$ cat src/rtl/iq_deframer.sv
// iq_deframer: recovers 32-bit I/Q word framing from the two DDR bit streams
// of ddr_in. Hunts for the sync pattern, confirms it over several words, holds
// lock, and emits sign-extended 13-bit I/Q samples with a one-clock strobe.
module iq_deframer #(
    parameter int OUT_W      = 16,
    parameter int LOCK_WORDS = 4,
    parameter int LOSS_WORDS = 3
) (
    input  logic             clk,
    input  logic             rst,
    input  logic             din_a,
    input  logic             din_b,
    input  logic             err_clr,
    output logic [OUT_W-1:0] i_out,
    output logic [OUT_W-1:0] q_out,
    output logic             iq_valid,
    output logic             locked,
    output logic [15:0]      sync_err_cnt
);

    localparam int GCW = $clog2(LOCK_WORDS + 1);
    localparam int BCW = $clog2(LOSS_WORDS + 1);
    // Counter value that, once incremented, reaches the threshold.
    localparam logic [GCW-1:0] GOOD_LAST = GCW'(LOCK_WORDS - 1);
    localparam logic [BCW-1:0] BAD_LAST  = BCW'(LOSS_WORDS - 1);

    typedef enum logic [1:0] {HUNT, CHECK, LOCKED} state_t;
    state_t state, state_nx;

    // Two serial bits per clock, din_a first. The top bit of a 34-bit shifter
    // never reaches either window, so only 33 bits are kept.
    logic [32:0]    sr;
    logic           phase;
    logic [3:0]     bitcnt;
    logic [GCW-1:0] good_cnt;
    logic [BCW-1:0] bad_cnt;

    logic        good0, good1, good_sel, eval;
    logic [12:0] i_fld, q_fld;
    logic        hunt_hit, hunt_ph, good_inc, bad_inc, bad_clr, emit;

    // Phase 0 window is sr[31:0], phase 1 window is sr[32:1].
    assign good0    = (sr[31:30] == 2'b10) && (sr[15:14] == 2'b01);
    assign good1    = (sr[32:31] == 2'b10) && (sr[16:15] == 2'b01);
    assign good_sel = phase ? good1 : good0;
    assign i_fld    = phase ? sr[30:18] : sr[29:17];
    assign q_fld    = phase ? sr[14:2]  : sr[13:1];
    // A full word has arrived once every 16 clocks after sync was found.
    assign eval     = (bitcnt == 4'hF);

    // Next-state and per-clock control decisions.
    always_comb begin
        state_nx = state;
        hunt_hit = 1'b0;
        hunt_ph  = 1'b0;
        good_inc = 1'b0;
        bad_inc  = 1'b0;
        bad_clr  = 1'b0;
        emit     = 1'b0;
        case (state)
            HUNT: begin
                // Phase 0 wins when both alignments look valid.
                if (good0) begin
                    hunt_hit = 1'b1;
                    state_nx = CHECK;
                end else if (good1) begin
                    hunt_hit = 1'b1;
                    hunt_ph  = 1'b1;
                    state_nx = CHECK;
                end
            end
            CHECK: begin
                if (eval) begin
                    if (good_sel) begin
                        good_inc = 1'b1;
                        if (good_cnt == GOOD_LAST) begin
                            state_nx = LOCKED;
                            emit     = 1'b1;
                            bad_clr  = 1'b1;
                        end
                    end else begin
                        state_nx = HUNT;
                    end
                end
            end
            LOCKED: begin
                if (eval) begin
                    if (good_sel) begin
                        emit    = 1'b1;
                        bad_clr = 1'b1;
                    end else begin
                        bad_inc = 1'b1;
                        if (bad_cnt == BAD_LAST) state_nx = HUNT;
                    end
                end
            end
            default: state_nx = HUNT;
        endcase
    end

    // State register.
    always_ff @(posedge clk or negedge rst) begin
        if (!rst) state <= HUNT;
        else      state <= state_nx;
    end

    // Shifter, word phase and word/good/bad counters.
    always_ff @(posedge clk or negedge rst) begin
        if (!rst) begin
            sr       <= '0;
            phase    <= 1'b0;
            bitcnt   <= 4'd0;
            good_cnt <= '0;
            bad_cnt  <= '0;
        end else begin
            sr <= {sr[30:0], din_a, din_b};
            if (hunt_hit) phase <= hunt_ph;
            // bitcnt sits at 0 while hunting so the first word boundary is
            // counted from the clock sync was found.
            if (state == HUNT) bitcnt <= 4'd0;
            else               bitcnt <= bitcnt + 4'd1;
            if (hunt_hit)      good_cnt <= GCW'(1);
            else if (good_inc) good_cnt <= good_cnt + GCW'(1);
            if (bad_clr || state != LOCKED) bad_cnt <= '0;
            else if (bad_inc)               bad_cnt <= bad_cnt + BCW'(1);
        end
    end

    // Registered sample outputs, strobe, lock flag and error counter.
    always_ff @(posedge clk or negedge rst) begin
        if (!rst) begin
            i_out        <= '0;
            q_out        <= '0;
            iq_valid     <= 1'b0;
            locked       <= 1'b0;
            sync_err_cnt <= 16'd0;
        end else begin
            iq_valid <= emit;
            locked   <= (state_nx == LOCKED);
            if (emit) begin
                i_out <= OUT_W'($signed(i_fld));
                q_out <= OUT_W'($signed(q_fld));
            end
            // A clear wins over a same-clock increment.
            if (err_clr)
                sync_err_cnt <= 16'd0;
            else if (bad_inc && sync_err_cnt != 16'hFFFF)
                sync_err_cnt <= sync_err_cnt + 16'd1;
        end
    end

endmodule
$ cat config.mk
export PLATFORM = sky130hd
export DESIGN_NAME = iq_deframer
export DESIGN_NICKNAME = d
export VERILOG_FILES = /design/src/rtl/iq_deframer.sv
export SDC_FILE = /design/constraint.sdc
export NUM_CORES = 1
export LEC_CHECK = 0
export ABC_AREA = 0
export BUFFER_PORTS_ARGS = -buffer_cell sky130_fd_sc_hd__buf_2
export CAP_MARGIN = 0
export CORE_MARGIN = 2
export CORE_UTILIZATION = 40
export CTS_CLUSTER_DIAMETER = 100
export DETAILED_ROUTE_END_ITERATION = 6
export PLACE_DENSITY = 0.65
export SYNTH_ARGS = -nofsm -noshare
export SYNTH_HDL_FRONTEND = slang
export SYNTH_SLANG_ARGS = --single-unit
$ cat constraint.sdc
create_clock -name clk -period 2.5 [get_ports clk]
set_input_delay 0.375 -clock clk [delete_from_list [all_inputs] [get_ports clk]]
set_output_delay 0.375 -clock clk [all_outputs]
set_load 0.05 [all_outputs]
==> out/summary.txt <==
Status - finished, final reports clean
CP endpoint kind - flop
Worst EP required - 2.74 ns
Post-route ant nets - 0
Max clock buf depth - 2
Met2 global-route usage - 22.8%
Area Growth Syn to Fin - 14.5%
Initial core utilization - 41.3%
Post-synthesis sequential area ratio - 58.1%
Clock slew at reported path FFs - 0.10 ns
Global-route usage over all layers - 14.3%
Crit-path leading delay family - simple AND/OR/NAND/NOR gates
Detailed Place HPWL - 4450 µm
Max-slew headroom - 52.5%
Wire per inst - 13.0 µm
CP Launch Type - flop
Final Hold Viols - 0
Final Total Pwr - 2910 µW
Num Clock Sinks - 89
Gate Count Post-Synth - 326
Synth cell types - 48
Worst Tran Pin Value - 0.713 ns
CTS tree - yes
Pre-CTS WS - 0.353 ns
Fillers - 911
Hold_buf cts - 0
Final hold slack - 0.0543 ns
Crit Path Max Fanout - 21
Synthesized cell area - 3830 µm²
Initial DRC Count - 55
Post-CTS Setup Inserts - 0
Vias per Instance - 4.88
Detailed-route via count - 2475
# H-tree levels - 3
Drt drc - 0
Min Tclk post-route - 2.15 ns
Vert. Die Dim - 102 µm
Antenna cell count - 0
Commonest non-fill, non-tap cell in the layout - dfrtp_1
Grt peak-use layer - met2
Pwr Density - 664 nW/µm²
Syn Nets - 340
Met1 usage - 19.8%
Top Ports - 55
Row Count - 35
Share of synthesized flip-flops with an asynchronous set or reset - 100%
Most frequent cells in the layout - 89 x dfrtp_1, 53 x buf_2, 40 x nor2_1
Clk root buf - clkbuf_8
Largest net degree at the start of global routing - 56
Max-slew violations - 0
Final setup margin - 0.348 ns
Routability congestion estimate - 0.752
Layout Nets - 387
Setup TNS - 0 ns
Final Cycle Share - 86.1%
First-pass DRT Iterations - 4
Syn_area_per_cell - 11.8 µm²
Port buffer count - 54
Cells along the critical path - and4bb_1 -> mux2i_4 -> nand3_2 -> nor4_1 -> mux2_2
Synth Flop Type - dfrtp_1
Die W - 102 µm
Static Leak - 0.00213 µW
Vias in the first global route - 2512
TritonCTS buffer count - 9
Cts repair resizes - 0
Worst VDD drop - 0.000332 V
Fmax - 465 MHz
Core area - 9280 µm²
Finished Core Util - 47.3%
Post-synth EDFFs - 0
Routed WL - 6590 µm
Syn. warnings - 0
WP data arrival - 2.39 ns
Met3 usage - 2.67%
Initial antenna violation count - 0
Setup-failing EPs final - 0
Global route overflow - 0
Max cap viols - 0
First-pass GRT wire length - 11800 µm
Layout cell share with drive strength beyond 1 - 23.8%
Die Area - 10400 µm²
Buffers & Inverters on Critical Path - 0
#FFs+latches synth - 89
Critical Setup Path Class - reg -> reg
Hold crit path type - in -> async
Clock Skew - 0.0207 ns
Critical-path top delay cell - nor4_1
RSZ-0062 raised after global routing - false
Clk Latency, worst-skew pair - 0.35 ns
Slowest stage delay, CP - 0.41 ns
[per-stage QoR]
step / instance area (µm²) / instances
floorplan: 3830 / 326
global route: 4390 / 507
finish: 4390 / 507
detailed placement: 4190 / 491
global placement: 4190 / 491
CTS: 4390 / 507
[worst reg2reg max path, stage by stage (launching register included)]
cell      delay [ns]
dfrtp_1         0.40
and4bb_1        0.27
mux2i_4         0.22
nand3_2         0.36
nor4_1          0.42
mux2_2          0.37
[flip-flops by register name, indices dropped and copies added, names as in the netlist, 2 cells and up]
signal and count:
bad_cnt 2, bitcnt 4, good_cnt 3, i_out 13, q_out 13, sr 33, state 2, sync_err_cnt 16
[synthesized netlist by cell type (6+ instances only)]
cell type	n	area, µm²
nand3_1	8	40.0
nor2b_1	10	62.6
nand2_1	6	22.5
inv_1	8	30.0
ha_1	9	113
a21oi_1	39	195
buf_4	7	52.6
dfrtp_1	89	2230
mux2_2	6	67.6
mux2i_1	27	270
clkbuf_1	7	26.3
nor2_1	40	150
[power by group]
group	total, µW	internal [µW]	switching, µW	leakage [µW]
Combinational	431	195	236	0.000885
Sequential	1550	1500	49.7	0.00116
Clock	937	387	550	0.0000915
Total	2910	2080	835	0.00213
[final cells by class]
| type | instances | area (µm²) | area share, % |
|---|---|---|---|
| Sequential cell | 89 | 2230 | 50.8 |
| Multi-Input combinational cell | 208 | 1460 | 33.2 |
| Timing Repair Buffer | 57 | 320 | 7.30 |
| Tap cell | 129 | 161 | 3.68 |
| Clock buffer | 9 | 124 | 2.82 |
| Clock inverter | 7 | 68.8 | 1.57 |
| Inverter | 8 | 30.0 | 0.685 |
[metal layers]
layer	vias up	part of all wire, %
met1	1200	48
met4	0	1.2
met2	29	48
li1	1240	-
met3	6	2.4
met5	-	0
[kinds of logic after synthesis]
group,Yosys count,share of synthesized area (%)
multiplexers,35,9.70
XOR/XNOR,3,0.686
buffers and inverters,29,3.89
AO/OA/AOI/OAI,60,9.41
AND/OR/NAND/NOR,101,15.3
adder cells (fa/ha/maj),9,2.94
flip-flops,89,58.1
[final timing paths]
path                                   from                          end  slack (ns)  depth (start not counted)
min in group clk                      din_a              sr[1]$_DFF_PN0_        0.13                          1
setup / recovery           sr[15]$_DFF_PN0_  sync_err_cnt[5]$_DFFE_PN0P_        0.35                          5
max in group asynchronous               rst             sr[14]$_DFF_PN0_        1.79                          2
hold / removal                          rst  sync_err_cnt[0]$_DFFE_PN0P_        0.05                          1
hold reg to reg             sr[0]$_DFF_PN0_              sr[2]$_DFF_PN0_        0.36                          0
setup reg to reg           sr[15]$_DFF_PN0_  sync_err_cnt[5]$_DFFE_PN0P_        0.35                          5
Power figures use the tool's default switching activity.
